`config.mk`:
```
export PLATFORM = sky130hd
export DESIGN_NAME = board_pixel_gen
export DESIGN_NICKNAME = d
export VERILOG_FILES = /design/src/rtl/board_pkg.sv /design/src/rtl/board_store.sv /design/src/rtl/board_pixel_gen.sv
export SDC_FILE = /design/constraint.sdc
export NUM_CORES = 1
export LEC_CHECK = 0
export ABC_CLOCK_PERIOD_IN_PS = 8430
export CAP_MARGIN = 10
export CORE_MARGIN = 2
export CORE_UTILIZATION = 67
export CTS_BUF_LIST = sky130_fd_sc_hd__clkbuf_4 sky130_fd_sc_hd__clkbuf_8
export DETAILED_ROUTE_END_ITERATION = 10
export DONT_BUFFER_PORTS = 1
export PLACE_DENSITY = 0.83
export SYNTH_ARGS = -nofsm -noshare
export SYNTH_HDL_FRONTEND = slang
export SYNTH_SLANG_ARGS = --single-unit
```
`constraint.sdc`:
```
create_clock -name clk -period 8.43 [get_ports clk]
set_clock_uncertainty 0.2 [all_clocks]
set_input_delay 1.686 -clock clk [delete_from_list [all_inputs] [get_ports clk]]
set_output_delay 1.686 -clock clk [all_outputs]
set_load 0.05 [all_outputs]
```
`src/rtl/board_pkg.sv`:
```
// Shared types and constants for the board pixel generator.
package board_pkg;

  localparam int unsigned BOARD_N = 8;

  typedef enum logic [1:0] {
    EMPTY    = 2'd0,
    PLAYER_A = 2'd1,
    PLAYER_B = 2'd2,
    MARKER   = 2'd3
  } piece_t;

  typedef struct packed {
    logic [3:0] r;
    logic [3:0] g;
    logic [3:0] b;
  } rgb_t;

  localparam rgb_t COL_BLANK  = '{r: 4'd0,  g: 4'd0,  b: 4'd0};
  localparam rgb_t COL_BG     = '{r: 4'd0,  g: 4'd0,  b: 4'd4};
  localparam rgb_t COL_CURSOR = '{r: 4'd15, g: 4'd15, b: 4'd0};
  localparam rgb_t COL_A      = '{r: 4'd15, g: 4'd0,  b: 4'd0};
  localparam rgb_t COL_B      = '{r: 4'd15, g: 4'd15, b: 4'd15};
  localparam rgb_t COL_MARKER = '{r: 4'd0,  g: 4'd15, b: 4'd0};
  localparam rgb_t COL_LIGHT  = '{r: 4'd12, g: 4'd8,  b: 4'd4};
  localparam rgb_t COL_DARK   = '{r: 4'd6,  g: 4'd3,  b: 4'd1};

endpackage

```
`src/rtl/board_store.sv`:
```
// 8x8 board-state store: one synchronous write port, one combinational read port.
module board_store
  import board_pkg::*;
(
  input  logic       clk,
  input  logic       rst,
  input  logic       wr_en,
  input  logic [2:0] wr_row,
  input  logic [2:0] wr_col,
  input  logic [1:0] wr_piece,
  input  logic [2:0] rd_row,
  input  logic [2:0] rd_col,
  output logic [1:0] rd_piece
);

  piece_t cells [BOARD_N*BOARD_N];

  // Clear all cells on reset, otherwise write one cell per enabled cycle.
  always_ff @(posedge clk) begin
    if (rst) begin
      for (int unsigned i = 0; i < BOARD_N*BOARD_N; i++) begin
        cells[i] <= EMPTY;
      end
    end else if (wr_en) begin
      cells[{wr_row, wr_col}] <= piece_t'(wr_piece);
    end
  end

  assign rd_piece = cells[{rd_row, rd_col}];

endmodule

```
`src/rtl/board_pixel_gen.sv`:
```
// Board renderer: two-stage pixel pipeline driven by VGA timing coordinates.
module board_pixel_gen
  import board_pkg::*;
#(
  parameter int unsigned BOARD_X0     = 320,
  parameter int unsigned BOARD_Y0     = 80,
  parameter int unsigned CELL_PX      = 80,
  parameter int unsigned DISC_R       = 30,
  parameter int unsigned BLINK_FRAMES = 30
) (
  input  logic        clk,
  input  logic        rst,
  input  logic [10:0] curr_x,
  input  logic [9:0]  curr_y,
  input  logic        hsync_in,
  input  logic        vsync_in,
  input  logic        wr_en,
  input  logic [2:0]  wr_row,
  input  logic [2:0]  wr_col,
  input  logic [1:0]  wr_piece,
  input  logic        cursor_en,
  input  logic [2:0]  cursor_row,
  input  logic [2:0]  cursor_col,
  output logic [3:0]  pix_r,
  output logic [3:0]  pix_g,
  output logic [3:0]  pix_b,
  output logic        hsync_out,
  output logic        vsync_out,
  output logic        frame_tick
);

  localparam int unsigned CW  = $clog2(CELL_PX);
  localparam int unsigned BCW = $clog2(BLINK_FRAMES);

  localparam logic [10:0]       X0       = 11'(BOARD_X0);
  localparam logic [10:0]       X1       = 11'(BOARD_X0 + BOARD_N*CELL_PX);
  localparam logic [9:0]        Y0       = 10'(BOARD_Y0);
  localparam logic [9:0]        Y1       = 10'(BOARD_Y0 + BOARD_N*CELL_PX);
  localparam logic [CW-1:0]     D_LAST   = CW'(CELL_PX - 1);
  localparam logic [CW-1:0]     EDGE_LO  = CW'(4);
  localparam logic [CW-1:0]     EDGE_HI  = CW'(CELL_PX - 4);
  localparam logic signed [7:0] CTR      = 8'(CELL_PX / 2);
  localparam logic [15:0]       R_SQ     = 16'(DISC_R * DISC_R);
  localparam logic [BCW-1:0]    BLK_LAST = BCW'(BLINK_FRAMES - 1);

  // Stage-1 state: cell coordinates and offsets tracked incrementally.
  logic [2:0]    row, col, row_n, col_n;
  logic [CW-1:0] dx, dy, dx_n, dy_n;
  logic          s1_blank, s1_in_board;
  piece_t        s1_cell;
  logic [1:0]    rd_piece;
  logic          blank_n, in_board_n;

  logic [9:0]     prev_y;
  logic [BCW-1:0] blink_cnt;
  logic           blink_on;

  rgb_t       pix, colour;
  logic [1:0] hs_d, vs_d;

  board_store u_store (
    .clk      (clk),
    .rst      (rst),
    .wr_en    (wr_en),
    .wr_row   (wr_row),
    .wr_col   (wr_col),
    .wr_piece (wr_piece),
    .rd_row   (row_n),
    .rd_col   (col_n),
    .rd_piece (rd_piece)
  );

  // Next column/x-offset: restart at the board's left edge, count across it.
  always_comb begin
    col_n = col;
    dx_n  = dx;
    if (curr_x == X0) begin
      col_n = '0;
      dx_n  = '0;
    end else if (curr_x > X0 && curr_x < X1) begin
      if (dx == D_LAST) begin
        dx_n  = '0;
        col_n = col + 3'd1;
      end else begin
        dx_n = dx + CW'(1);
      end
    end
  end

  // Next row/y-offset: advanced once per line at x==0, restart at the top edge.
  always_comb begin
    row_n = row;
    dy_n  = dy;
    if (curr_x == '0) begin
      if (curr_y == Y0) begin
        row_n = '0;
        dy_n  = '0;
      end else if (curr_y > Y0 && curr_y < Y1) begin
        if (dy == D_LAST) begin
          dy_n  = '0;
          row_n = row + 3'd1;
        end else begin
          dy_n = dy + CW'(1);
        end
      end
    end
  end

  // Region flags for the incoming pixel.
  always_comb begin
    blank_n    = (curr_x == '1) || (curr_y == '1);
    in_board_n = (curr_x >= X0) && (curr_x < X1) && (curr_y >= Y0) && (curr_y < Y1);
  end

  // Stage 1 register: cell position, region flags and cell contents.
  always_ff @(posedge clk) begin
    if (rst) begin
      row         <= '0;
      col         <= '0;
      dx          <= '0;
      dy          <= '0;
      s1_blank    <= 1'b1;
      s1_in_board <= 1'b0;
      s1_cell     <= EMPTY;
    end else begin
      row         <= row_n;
      col         <= col_n;
      dx          <= dx_n;
      dy          <= dy_n;
      s1_blank    <= blank_n;
      s1_in_board <= in_board_n;
      s1_cell     <= piece_t'(rd_piece);
    end
  end

  // Previous line number, used to spot the start of vertical blanking.
  always_ff @(posedge clk) begin
    if (rst) prev_y <= '1;
    else     prev_y <= curr_y;
  end

  assign frame_tick = !rst && (prev_y != '1) && (curr_y == '1);

  // Cursor blink: toggle every BLINK_FRAMES frames.
  always_ff @(posedge clk) begin
    if (rst) begin
      blink_cnt <= '0;
      blink_on  <= 1'b0;
    end else if (frame_tick) begin
      if (blink_cnt == BLK_LAST) begin
        blink_cnt <= '0;
        blink_on  <= ~blink_on;
      end else begin
        blink_cnt <= blink_cnt + BCW'(1);
      end
    end
  end

  // Stage 2 colour selection, highest priority first.
  always_comb begin
    logic signed [7:0]  ox, oy;
    logic signed [15:0] oxw, oyw;
    logic [15:0]        sqx, sqy;
    logic               border, in_disc;
    ox      = $signed(8'(dx)) - CTR;
    oy      = $signed(8'(dy)) - CTR;
    oxw     = {{8{ox[7]}}, ox};
    oyw     = {{8{oy[7]}}, oy};
    sqx     = oxw * oxw;
    sqy     = oyw * oyw;
    in_disc = (sqx + sqy) <= R_SQ;
    border  = (dx < EDGE_LO) || (dx >= EDGE_HI) || (dy < EDGE_LO) || (dy >= EDGE_HI);
    colour  = COL_BLANK;
    if (s1_blank) begin
      colour = COL_BLANK;
    end else if (!s1_in_board) begin
      colour = COL_BG;
    end else if (cursor_en && blink_on && row == cursor_row && col == cursor_col && border) begin
      colour = COL_CURSOR;
    end else if (s1_cell != EMPTY && in_disc) begin
      case (s1_cell)
        PLAYER_A: colour = COL_A;
        PLAYER_B: colour = COL_B;
        default:  colour = COL_MARKER;
      endcase
    end else if ((row[0] ^ col[0]) == 1'b0) begin
      colour = COL_LIGHT;
    end else begin
      colour = COL_DARK;
    end
  end

  // Stage 2 register: colour output and matching sync delay.
  always_ff @(posedge clk) begin
    if (rst) begin
      pix  <= COL_BLANK;
      hs_d <= '0;
      vs_d <= '0;
    end else begin
      pix  <= colour;
      hs_d <= {hs_d[0], hsync_in};
      vs_d <= {vs_d[0], vsync_in};
    end
  end

  assign pix_r     = pix.r;
  assign pix_g     = pix.g;
  assign pix_b     = pix.b;
  assign hsync_out = hs_d[1];
  assign vsync_out = vs_d[1];

endmodule
```
Yosys cells after proc, flatten, opt, wreduce, memory -nomap -nowiden
Memory sizes are Yosys's and may differ from the RTL's. A register that Yosys moved wholly into a read port is not among the register bits. Cells that the tools add are included.

Add/sub/neg operators: 8. Reduce and logical (&&, ||, !) cells: 27. Muxes and demuxes: 25. Multiply operators: 2. Bitwise gates (word level): 3. Magnitude comparators: 11. Eq/ne operators: 12.

Operators with widths (number): 2-to-1 mux 12 bit (3); multiplier 8 x 8 -> 16 bit (2); 2-to-1 mux 7 bit (4); 2-to-1 mux 3 bit (8); one-hot mux 12 bit (2 select lines) (1); adder 16 bit (1); <= comparator 16 x 10 -> 1 bit, second input constant (1); subtractor 7 x 6 -> 8 bit, second input constant (2); adder 7 x 1 -> 7 bit, second input constant (2); == test 7 bit, second input constant (2); greater-or-equal comparator 7 bit, second input constant (2); < comparator 7 x 3 -> 1 bit, second input constant (2); logical AND 1 bit (12); == test 11 bit, second input constant (1); == test 11 x 9 -> 1 bit, second input constant (1); greater-or-equal comparator 11 x 9 -> 1 bit, second input constant (1); > comparator 11 x 9 -> 1 bit, second input constant (1); logical NOT 11 bit (1); < comparator 11 x 10 -> 1 bit, second input constant (1); == test 10 bit, second input constant (1); == test 10 x 7 -> 1 bit, second input constant (1); greater-or-equal comparator 10 x 7 -> 1 bit, second input constant (1); > comparator 10 x 7 -> 1 bit, second input constant (1); < comparator 10 bit, second input constant (1); other kinds (20) (35).

Register bits after elaboration: 54. Memories kept: 1. RAM bits: 128. Word-level logic and storage cells: 104. Bits of input ports: 41. Output and inout bits: 15.

Memory list: u_store.cells (depth 64, width 2, read ports 1, clocked after Yosys merged registers in 1, wr ports 64, line board_store.sv:16) `piece_t cells [BOARD_N*BOARD_N];`.

Longest topological paths before layout
Gate-level depths: netlist (run 1).

Depth after elaboration: 8. Gate-level depth with buffers: 27. Gate-level depth less buffers: 27.

By module
Synthesis (run 1) repeated with hierarchy kept, for this count alone.

Cell total of the unflattened synthesis: 1296. Area total of the unflattened synthesis: 13763.2 um2.

Modules (own cells, without submodules): board_pixel_gen (instances 1, sequential area each 1081.0 um2, cells each 795, area each 7176.9 um2); board_store (instances 1, sequential area each 3843.7 um2, cells each 501, area each 6586.3 um2).

Least setup slack after synthesis (run 1)
No wires, ideal clock.

Path type: flip-flop to flip-flop. Start: register dy[3]. End: register pix, in the netlist pix_g[1]. Library setup time: 0.071 ns. Arrival: 7.061 ns. Path slack: 1.099 ns. Stages on the path, launching flop included: 26. Path buffers: 1. Data required time: 8.159 ns. Path through: dfxtp_1 clkbuf_1 clkinv_1 ha_1 o21ai_0 inv_1 and2_1 fa_1 inv_1 fa_1 inv_1 fa_1 fa_1 fa_1 inv_1 fa_1 inv_1 ha_1 o21ai_0 nand2b_1 a31oi_1 xnor2_1 nor4_1 nand4_1 mux2_1 a21oi_1.

Longest elaborated chain between the ends: 7. Elaborated cells on any way between the ends: 12. Those cells by class: add/sub: 2; mul: 1; order compare: 3; mux: 2; reduce/logical: 4.

Ends and longest elaborated chain: start: declaration (line board_pixel_gen.sv:48) `logic [CW-1:0] dx, dy, dx_n, dy_n;`; start signal: assignment (line board_pixel_gen.sv:129) `dy <= dy_n;`; subtractor 7 x 6 -> 8 bit (line board_pixel_gen.sv:166) `oy = $signed(8'(dy)) - CTR;`; multiplier 8 x 8 -> 16 bit (line board_pixel_gen.sv:170) `sqy = oyw * oyw;`; adder 16 bit (line board_pixel_gen.sv:171) `in_disc = (sqx + sqy) <= R_SQ;`; <= comparator 16 x 10 -> 1 bit (line board_pixel_gen.sv:171); logical AND 1 bit (line board_pixel_gen.sv:180) `end else if (s1_cell != EMPTY && in_disc) begin`; 2-to-1 mux 12 bit (line board_pixel_gen.sv:180); 2-to-1 mux 12 bit * (line board_pixel_gen.sv:178) `end else if (cursor_en && blink_on && row == cursor_row && col == cursor_col && border) begin`; end signal: assignment (line board_pixel_gen.sv:200) `pix <= colour;`; end: declaration (line board_pixel_gen.sv:58) `rgb_t pix, colour;`.

Every way passes the cells marked *; elsewhere a longest branch is shown, timed or not. A chain may end at the register's enable or synchronous reset.

Worst setup path after layout (run 1)
Start: register dy[4]. End: register pix, in the netlist pix_r[1].

Same word-level chain as after synthesis.

==> results_dict.tcl, run 1 <==
set metrics [dict create \
    port_buffers 0 \
    p_int_mw 1.553 \
    drt_wl_total_um 32250 \
    cts-root-buf "clkbuf_8" \
    p_leak_nw 6.557 \
    syn_inst 1490 \
    setup_tns_ns 0 \
    holdCritPathClass "flop to flop" \
    synth_seq_cells 182 \
    clock.fmax_ghz 0.1304 \
    hold_buffers 0 \
    numCtsBuffers 17 \
    crit_fanout 9 \
    synth_top_area_cell "edfxtp_1" \
    grt_pass1_vias 10460 \
    vias_per_cell 6.159 \
    antenna_found_initial 0 \
    power_density_nw_per_um2 156.5 \
    drive_gt1_frac 0.06000 \
    pwr-share-seq 0.441 \
    avgRoutedWirePerCell_um 18.69 \
    floorplan.initialDensity 0.6774 \
    yosysMostFrequentCell "nand2_1" \
    clock-sinks 182 \
    cp.required_ns 8.61 \
    vias 10620 \
    arrival_ns 7.85 \
    die_y_um 149.1 \
    period_share 0.9095 \
    ant_nets 0 \
    rsz0062_at_grt "false" \
    synth_common_cells "230 x nand2_1, 163 x inv_1, 143 x and3_1" \
    dr.pass1.iters 6 \
    finish.net_count 1657 \
    syn_area_um2 14100 \
    synth_edf_count 128 \
    htree_levels 4 \
    fp.dieW_um 149.1 \
    grt_start_max_net_pins 65 \
    relSlewSlack 0.2252 \
    crit_path_start_kind "flop" \
    clk_pin_slew_ns 0.10 \
    slew_viol_final 0 \
    grt_usage 0.2972 \
    hold_viol_final 0 \
    post-route-drc-count 0 \
    diodes 0 \
    synth_cell_type_count 77 \
    power.total_mw 2.297 \
    outcome "complete, no violations" \
    dieArea_um2 22230 \
    io_pins 56 \
    cp-end-kind "flop" \
    overflow 0 \
    tightest_slew_ns 1.160 \
    layout_min_cycle_time_ns 7.667 \
    core-area_um2 20820 \
    p_sw_uw 744.4 \
    synthesis.nets 1710 \
    synthArstFlopShare 0 \
    setup_violations 0 \
    clk_latency_ns 0.46 \
    grt_pass1_wl_um 51500 \
    ctsLongestPathBuffers 2 \
    drv_cap 0 \
    synth_top_area_share 0.2725 \
    crit_type "flop to flop" \
    ys_seq_area_frac 0.3492 \
    yosys-top-cells-area "edfxtp_1 27%, fa_1 16%, dfxtp_1 7.7%" \
    num_rows 53 \
    syn_to_final_growth_pct 4.063 \
    ys_warn_count 0 \
    drtIter0Drc 844 \
    vdd_drop_max_v 0.0001320 \
    hpwlAfterDp_um 23800 \
    sw_frac_of_total 0.3240 \
    syn_avg_cell_area_um2 9.466 \
    synthFlopType "edfxtp_1" \
    clkPwrFrac 0.266 \
    tritoncts "built" \
    pwr-share-comb 0.293 \
    place.gp.congestion 0.9022 \
]
## worst paths after layout
path                            startpoint  endpoint  slack (ns)  cells after the start
worst max-delay path                 dy[4]  pix_r[1]        0.76                     25
worst max register to register       dy[4]  pix_r[1]        0.76                     25
worst min register to register     hs_d[0]   hs_d[1]        0.25                      1
worst min-delay path               hs_d[0]   hs_d[1]        0.25                      1
## kinds of logic after synthesis
family,after synthesis,synth area share
XOR/XNOR,50,0.03353
buffers and inverters,260,0.07088
adder cells (fa/ha/maj),179,0.2179
AO/OA/AOI/OAI,154,0.07292
flip-flops,182,0.3492
AND/OR/NAND/NOR,620,0.2214
multiplexers,45,0.03424
## final cells by class
class	instances	area, µm²
fill	1500	6145
clock buffer	18	241.5
inverter	168	630.6
tap	275	344.1
timing repair buffer	20	153.9
sequential	182	4926
clock inverter	14	167.7
multi-input combinational	1048	8214
## worst max-delay path, stage by stage (launching register included)
cell and delay, ns:
dfxtp_1 0.46, clkinv_1 0.29, ha_1 0.31, o21ai_1 0.37, inv_1 0.21, and2_1 0.36
fa_1 0.56, inv_1 0.05, fa_1 0.49, inv_1 0.05, fa_1 0.47, fa_1 0.52
fa_1 0.55, inv_1 0.06, fa_1 0.53, inv_1 0.04, ha_1 0.23, nor3_1 0.24
o21ai_1 0.13, a311o_1 0.37, a211oi_1 0.27, nor4_1 0.10, nand4_1 0.08, buf_4 0.17
mux2_1 0.33, a21oi_1 0.16
## metrics by stage
stage                 util  instances  setup WS (ns)  hold slack, ns  instance area [µm²]
floorplan                -       1490          1.099          0.2138                14100
global placement    0.6829       1688         0.5656          0.2155                14220
detailed placement  0.6829       1688         0.3583          0.2420                14220
CTS                 0.7025       1720         0.2884          0.2567                14630
global route        0.7049       1725         0.2910          0.2677                14680
finish              0.7049       1725         0.7626          0.2527                14680
## state kept, by name, indices dropped and copies added (netlist names), 3 cells and up
register	count
u_store.cells	128
prev_y	10
dx	7
dy	7
blink_cnt	5
pix_r	4
col	3
pix_b	3
pix_g	3
row	3
## routing by layer
metal | part of all wire | global-route usage | wire length, µm | vias up
met4 | 0.032 | 0.1162 | 1034 | 0
li1 | - | - | - | 4930
met3 | 0.072 | 0.04771 | 2323 | 76
met5 | 0 | 0 | 0 | -
met2 | 0.50 | 0.5088 | 16070 | 472
met1 | 0.40 | 0.3813 | 12810 | 5146
## cells in the final DEF, fill, tap and decap left out, types with 5 or more instances in the layout
| master | n |
|---|---|
| nand2_1 | 230 |
| inv_1 | 162 |
| and3_1 | 143 |
| edfxtp_1 | 128 |
| fa_1 | 111 |
| nor2_1 | 79 |
| ha_1 | 68 |
| dfxtp_1 | 53 |
| xnor2_1 | 37 |
| a21oi_1 | 37 |
| mux2i_1 | 37 |
| o21ai_0 | 29 |
| nor3_1 | 28 |
| nand4_1 | 24 |
| nand3_1 | 21 |
| buf_4 | 19 |
| and2_1 | 17 |
| clkbuf_8 | 17 |
| nor2b_1 | 15 |
| nand2b_1 | 11 |
| or2_2 | 11 |
| xor2_1 | 9 |
| a211oi_1 | 9 |
| a21o_1 | 8 |
| a31oi_1 | 8 |
| nor3b_1 | 6 |
| a32oi_1 | 6 |
| clkinv_1 | 5 |
| nor4_1 | 5 |
## power groups by stage
stage / logic, mW / clock network, mW / registers [mW]
CTS: 0.668 / 0.614 / 1.01
floorplan: 0.541 / 0 / 1.02
finish: 0.673 / 0.611 / 1.01
global route: 0.774 / 0.642 / 1.02
detailed placement: 0.663 / 0 / 1.03
global placement: 0.628 / 0 / 1.03
## repair_timing
item / 4_1_cts / 5_1_grt
resized for setup: 0 / 3
setup endpoints to repair: 0 / 10
buffers inserted: 0 / 3
Power figures use the tool's default switching activity.
==> inputs of run 2 (changes only) <==
Settings changed: CORE_UTILIZATION 67 to 30, PLACE_DENSITY 0.83 to 0.44.
==> results_dict.tcl, run 2 (synthesis results as in run 1) <==
set metrics [dict create \
    reg2reg_slack_ns 0.62 \
    r2r_start "dy[4]" \
    whs_path_depth 1 \
    layout.cells.non_filler 2065 \
    htree_levels 4 \
    tightest_slew_ns 1.211 \
    regMostFlops "u_store.cells" \
    clock-sinks 182 \
    avgRoutedWirePerCell_um 18.28 \
    timing.hold.ws_ns 0.2415 \
    final_common_cell "nand2_1" \
    vias_per_cell 4.944 \
    place.gp.congestion 0.7887 \
    rsz0062_at_grt "false" \
    layout_common_cells "230 x nand2_1, 162 x inv_1, 143 x and3_1" \
    period_share 0.9262 \
    reg.largest.list "u_store.cells (128), prev_y (10)" \
    port_buffers 0 \
    setup_violations 0 \
    floorplan.initialDensity 0.3036 \
    outcome "complete, no violations" \
    post-route-drc-count 0 \
    grt_usage 0.1588 \
    vias 10210 \
    cp.required_ns 8.66 \
    arrival_ns 8.04 \
    hold_end "hs_d[1]" \
    drt_wl_total_um 37740 \
    slew_viol_final 0 \
    clk_pin_slew_ns 0.09 \
    hold_start "hs_d[0]" \
    r2r_cells 26 \
    grt_pass1_vias 10380 \
    ctsLongestPathBuffers 2 \
    drv_cap 0 \
    num_rows 79 \
    holdCritPathClass "flop to flop" \
    core-area_um2 46460 \
    syn_to_final_growth_pct 7.318 \
    die_y_um 220.8 \
    vdd_drop_max_v 0.0001095 \
    grt_start_max_net_pins 65 \
    numCtsBuffers 17 \
    io_pins 56 \
    hold_viol_final 0 \
    p_leak_nw 6.598 \
    drive_gt1_frac 0.06447 \
    clk_latency_ns 0.51 \
    crit_path_start_kind "flop" \
    relSlewSlack 0.1909 \
    drtIter0Drc 802 \
    placed_cells 2027 \
    antenna_found_initial 0 \
    setup_tns_ns 0 \
    ant_nets 0 \
    cp-end-kind "flop" \
    dr.pass1.iters 5 \
    clock.fmax_ghz 0.1281 \
    reg2reg_to "pix_g[2]" \
    overflow 0 \
    placed_area_um2 14700 \
    crit_type "flop to flop" \
    power_density_nw_per_um2 150.6 \
    largest_reg_flops 128 \
    hpwlAfterDp_um 27280 \
    finish.net_count 1665 \
    dieArea_um2 48770 \
    crit_fanout 9 \
    cts-root-buf "clkbuf_8" \
    fp.dieW_um 220.8 \
    grt_pass1_wl_um 60020 \
    diodes 0 \
    tritoncts "built" \
    layout_min_cycle_time_ns 7.808 \
    design_area_um2 15140 \
    hold_buffers 0 \
]
-- run 2: stage by stage --
step | power, mW | setup slack (ns) | util
2_1_floorplan | 1.566 | 1.099 | -
3_3_place_gp | 1.698 | 0.4491 | 0.3164
3_5_place_dp | 1.701 | 0.1096 | 0.3164
4_1_cts | 2.301 | 0.06901 | 0.3247
5_1_grt | 2.442 | 0.08389 | 0.3258
6_report | 2.280 | 0.6220 | 0.3258
-- run 2: what timing repair did --
| action | CTS | global route |
|---|---|---|
| setup buffers | 0 | 3 |
| resized for setup | 0 | 1 |
| endpoints found under the setup margin | 0 | 10 |
-- run 2: area by class of cell --
type / count / area, µm²
clock buffers: 28 / 335.3
fillers: 4861 / 31320
flip-flops and latches: 182 / 4925
clock inverters: 4 / 48.80
repair buffers: 28 / 217.7
multi-input cells: 1048 / 8220
inverters: 168 / 630.6
well taps: 607 / 759.5
-- run 2: worst max path at each step --
| stage | startpoint | endpoint | slack [ns] |
|---|---|---|---|
| 3_3_place_gp | dy[4] | pix_g[1] | 0.45 |
| 6_report | dy[4] | pix_g[2] | 0.62 |
| 4_1_cts | dy[4] | pix_r[1] | 0.07 |
| 5_1_grt | dy[4] | pix_b[0] | 0.08 |
| 2_1_floorplan | dy[3] | pix_g[1] | 1.10 |
| 3_5_place_dp | dy[4] | pix_r[1] | 0.11 |
-- run 2: worst max-delay path: stages (launching register included) --
cell and delay (ns):
dfxtp_1 0.47, clkinv_1 0.32, ha_1 0.33, o21ai_1 0.39
inv_1 0.23, and2_1 0.38, fa_1 0.57, inv_1 0.05
fa_1 0.50, inv_1 0.05, fa_1 0.46, fa_1 0.51
fa_1 0.54, inv_1 0.05, fa_1 0.52, inv_1 0.04
ha_1 0.34, o21ai_0 0.18, nand2b_1 0.11, a31oi_1 0.30
xnor2_1 0.10, nor4_1 0.30, nand4_1 0.13, buf_4 0.18
buf_4 0.14, or2_1 0.21, a21oi_1 0.14
-- run 2: report_power, final --
part           total (mW)  internal [mW]  switching (mW)
combinational       0.670          0.284           0.385
clock               0.600          0.284           0.317
sequential           1.01          0.992          0.0184
total                2.28           1.56           0.721
-- run 2: per-layer routing --
metal | global-route usage | wire length, µm | vias up
met5 | 0 | 0 | -
met4 | 0.03940 | 440 | 0
met3 | 0.02563 | 1349 | 25
met2 | 0.2623 | 17850 | 157
met1 | 0.2170 | 18100 | 5074
li1 | - | - | 4953
==> inputs of run 3 (changes only) <==
Settings changed: ABC_AREA set to 1, CTS_BUF_LIST sky130_fd_sc_hd__clkbuf_4 sky130_fd_sc_hd__clkbuf_8 to not set.
==> results_dict.tcl, run 3 <==
set metrics [dict create \
    hold_viol_final 0 \
    synth_common_cells "448 x nand2_1, 262 x inv_1, 257 x nor2_1" \
    crit_type "flop to flop" \
    crit_path_start_kind "flop" \
    clk_latency_ns 0.48 \
    layout_min_cycle_time_ns 7.513 \
    hpwlAfterDp_um 28160 \
    synthArstFlopShare 0 \
    synth_top_area_cell "edfxtp_1" \
    ctsLongestPathBuffers 2 \
    clk_pin_slew_ns 0.07 \
    place.gp.congestion 0.8098 \
    antenna_found_initial 0 \
    reg.largest.list "u_store.cells (128), prev_y (10)" \
    grt_pass1_wl_um 60230 \
    die_y_um 220.4 \
    cts_setup_buffers 0 \
    tightest_slew_ns 1.294 \
    ant_nets 0 \
    ctsResizeCount 0 \
    period_share 0.8912 \
    p_leak_nw 7.054 \
    critical_path.slowest_cell "dfxtp_1" \
    overflow 0 \
    finish.net_count 1947 \
    clock-sinks 182 \
    port_buffers 0 \
    syn_area_um2 14050 \
    synthFlopType "edfxtp_1" \
    io_pins 56 \
    slew_viol_final 0 \
    layout.cells.non_filler 2346 \
    hold_buffers 0 \
    diodes 0 \
    design_area_um2 15210 \
    outcome "complete, no violations" \
    core-area_um2 46360 \
    cp-end-kind "flop" \
    drt_wl_total_um 38140 \
    synth_cell_type_count 43 \
    crit_fanout 13 \
    cpMostUsedCell "inv_1" \
    clock.fmax_ghz 0.1331 \
    setup_violations 0 \
    ys_seq_area_frac 0.3505 \
    ys_warn_count 0 \
    fin_ws_ns 0.9173 \
    grt_start_max_net_pins 65 \
    vias 11030 \
    vdd_drop_max_v 0.0001494 \
    arrival_ns 7.73 \
    placed_cells 2314 \
    post-route-drc-count 0 \
    power_density_nw_per_um2 185.9 \
    drtIter0Drc 874 \
    critPathMaxStageDelay_ns 0.69 \
    placed_area_um2 14620 \
    fillers 4928 \
    power.total_mw 2.828 \
    rsz0062_at_grt "false" \
    vias_per_cell 4.701 \
    num_rows 79 \
    synthesis.nets 1980 \
    final_common_cell "nand2_1" \
    grt_usage 0.1661 \
    tritoncts "built" \
    holdCritPathClass "flop to flop" \
    numCtsBuffers 17 \
    dieArea_um2 48580 \
    synth_top_area_share 0.2736 \
    grt_pass1_vias 10830 \
    regMostFlops "u_store.cells" \
    setup_tns_ns 0 \
    fp.dieW_um 220.4 \
    cp.required_ns 8.65 \
    drv_cap 0 \
    pre_cts_slack_ns 1.008 \
    htree_levels 4 \
    layout_common_cells "447 x nand2_1, 261 x inv_1, 257 x nor2_1" \
    syn_avg_cell_area_um2 7.984 \
    floorplan.initialDensity 0.3031 \
    drive_gt1_frac 0.04830 \
    syn_to_final_growth_pct 8.264 \
    yosysMostFrequentCell "nand2_1" \
    dr.pass1.iters 5 \
    relSlewSlack 0.1291 \
    synth_edf_count 128 \
    cts-root-buf "clkbuf_16" \
    syn_inst 1760 \
    largest_reg_flops 128 \
    avgRoutedWirePerCell_um 16.26 \
    yosys-top-cells-area "edfxtp_1 27%, fa_1 16%, nand2_1 12%" \
    synth_seq_cells 182 \
]
[run 3: changes by cell type in the layout (fill, tap and decap cells not counted), sizes merged, moves of 10 or more]
cell and change:
nand2b -11, nand2 +222, clkbuf -10, inv +116, nor2 +184, nor2b -15, nand3 +141, and2 -17
xnor2 -28, buf -18, mux2i -38, and3 -142, a21oi -15, nand4 -10
[run 3: final cells by class]
class                   instances  area [µm²]  area share
flip-flops and latches        182        4925      0.3237
clock buffers                  17       425.4     0.02797
inverters                     276        1036     0.06810
repair buffers                 11       82.58    0.005429
clock inverters                14       157.7     0.01036
multi-input cells            1239        7826      0.5145
well taps                     607       759.5     0.04993
[run 3: through the flow]
step                      hold slack [ns]    util
after global placement             0.2161  0.3154
final                              0.2345  0.3281
after global routing               0.2624  0.3281
after CTS                          0.2416  0.3280
after floorplan                    0.1883       -
after detailed placement           0.2198  0.3154
[run 3: cells by family after synthesis]
group,after synthesis,share of synthesized area
simple gates,960,0.2893
buf+inv,339,0.09492
flops,182,0.3505
fa+ha+maj,179,0.2187
compound gates,72,0.02912
xor+xnor,28,0.01745
[run 3: report_power, final]
part	total, mW	internal (mW)	leakage, nW	switching (mW)
sequential	1.01	0.993	1.66	0.0200
clock	0.825	0.419	0.286	0.406
combinational	0.990	0.369	5.11	0.621
[run 3: critical path: cells and delay by family (launching register included)]
kind,cells,cell delay (ns)
AO/OA/AOI/OAI,2,0.45
XOR/XNOR,1,0.16
adder cells (fa/ha/maj),8,3.65
buffers and inverters,7,0.74
flip-flops,1,0.69
AND/OR/NAND/NOR,11,1.56
[run 3: metal layers]
metal	up-vias	wire length (µm)	global-route usage
met5	-	0	0
met4	0	652	0.04810
met3	43	1990	0.03464
met2	232	17610	0.2660
met1	5300	17880	0.2262
li1	5454	-	-
[run 3: final timing paths]
path / startpoint / to / slack, ns / cells after the start
max: dx[3] / pix_g[3] / 0.92 / 29
min: vs_d[0] / vs_d[1] / 0.23 / 2
max reg2reg: dx[3] / pix_g[3] / 0.92 / 29
min reg2reg: vs_d[0] / vs_d[1] / 0.23 / 2
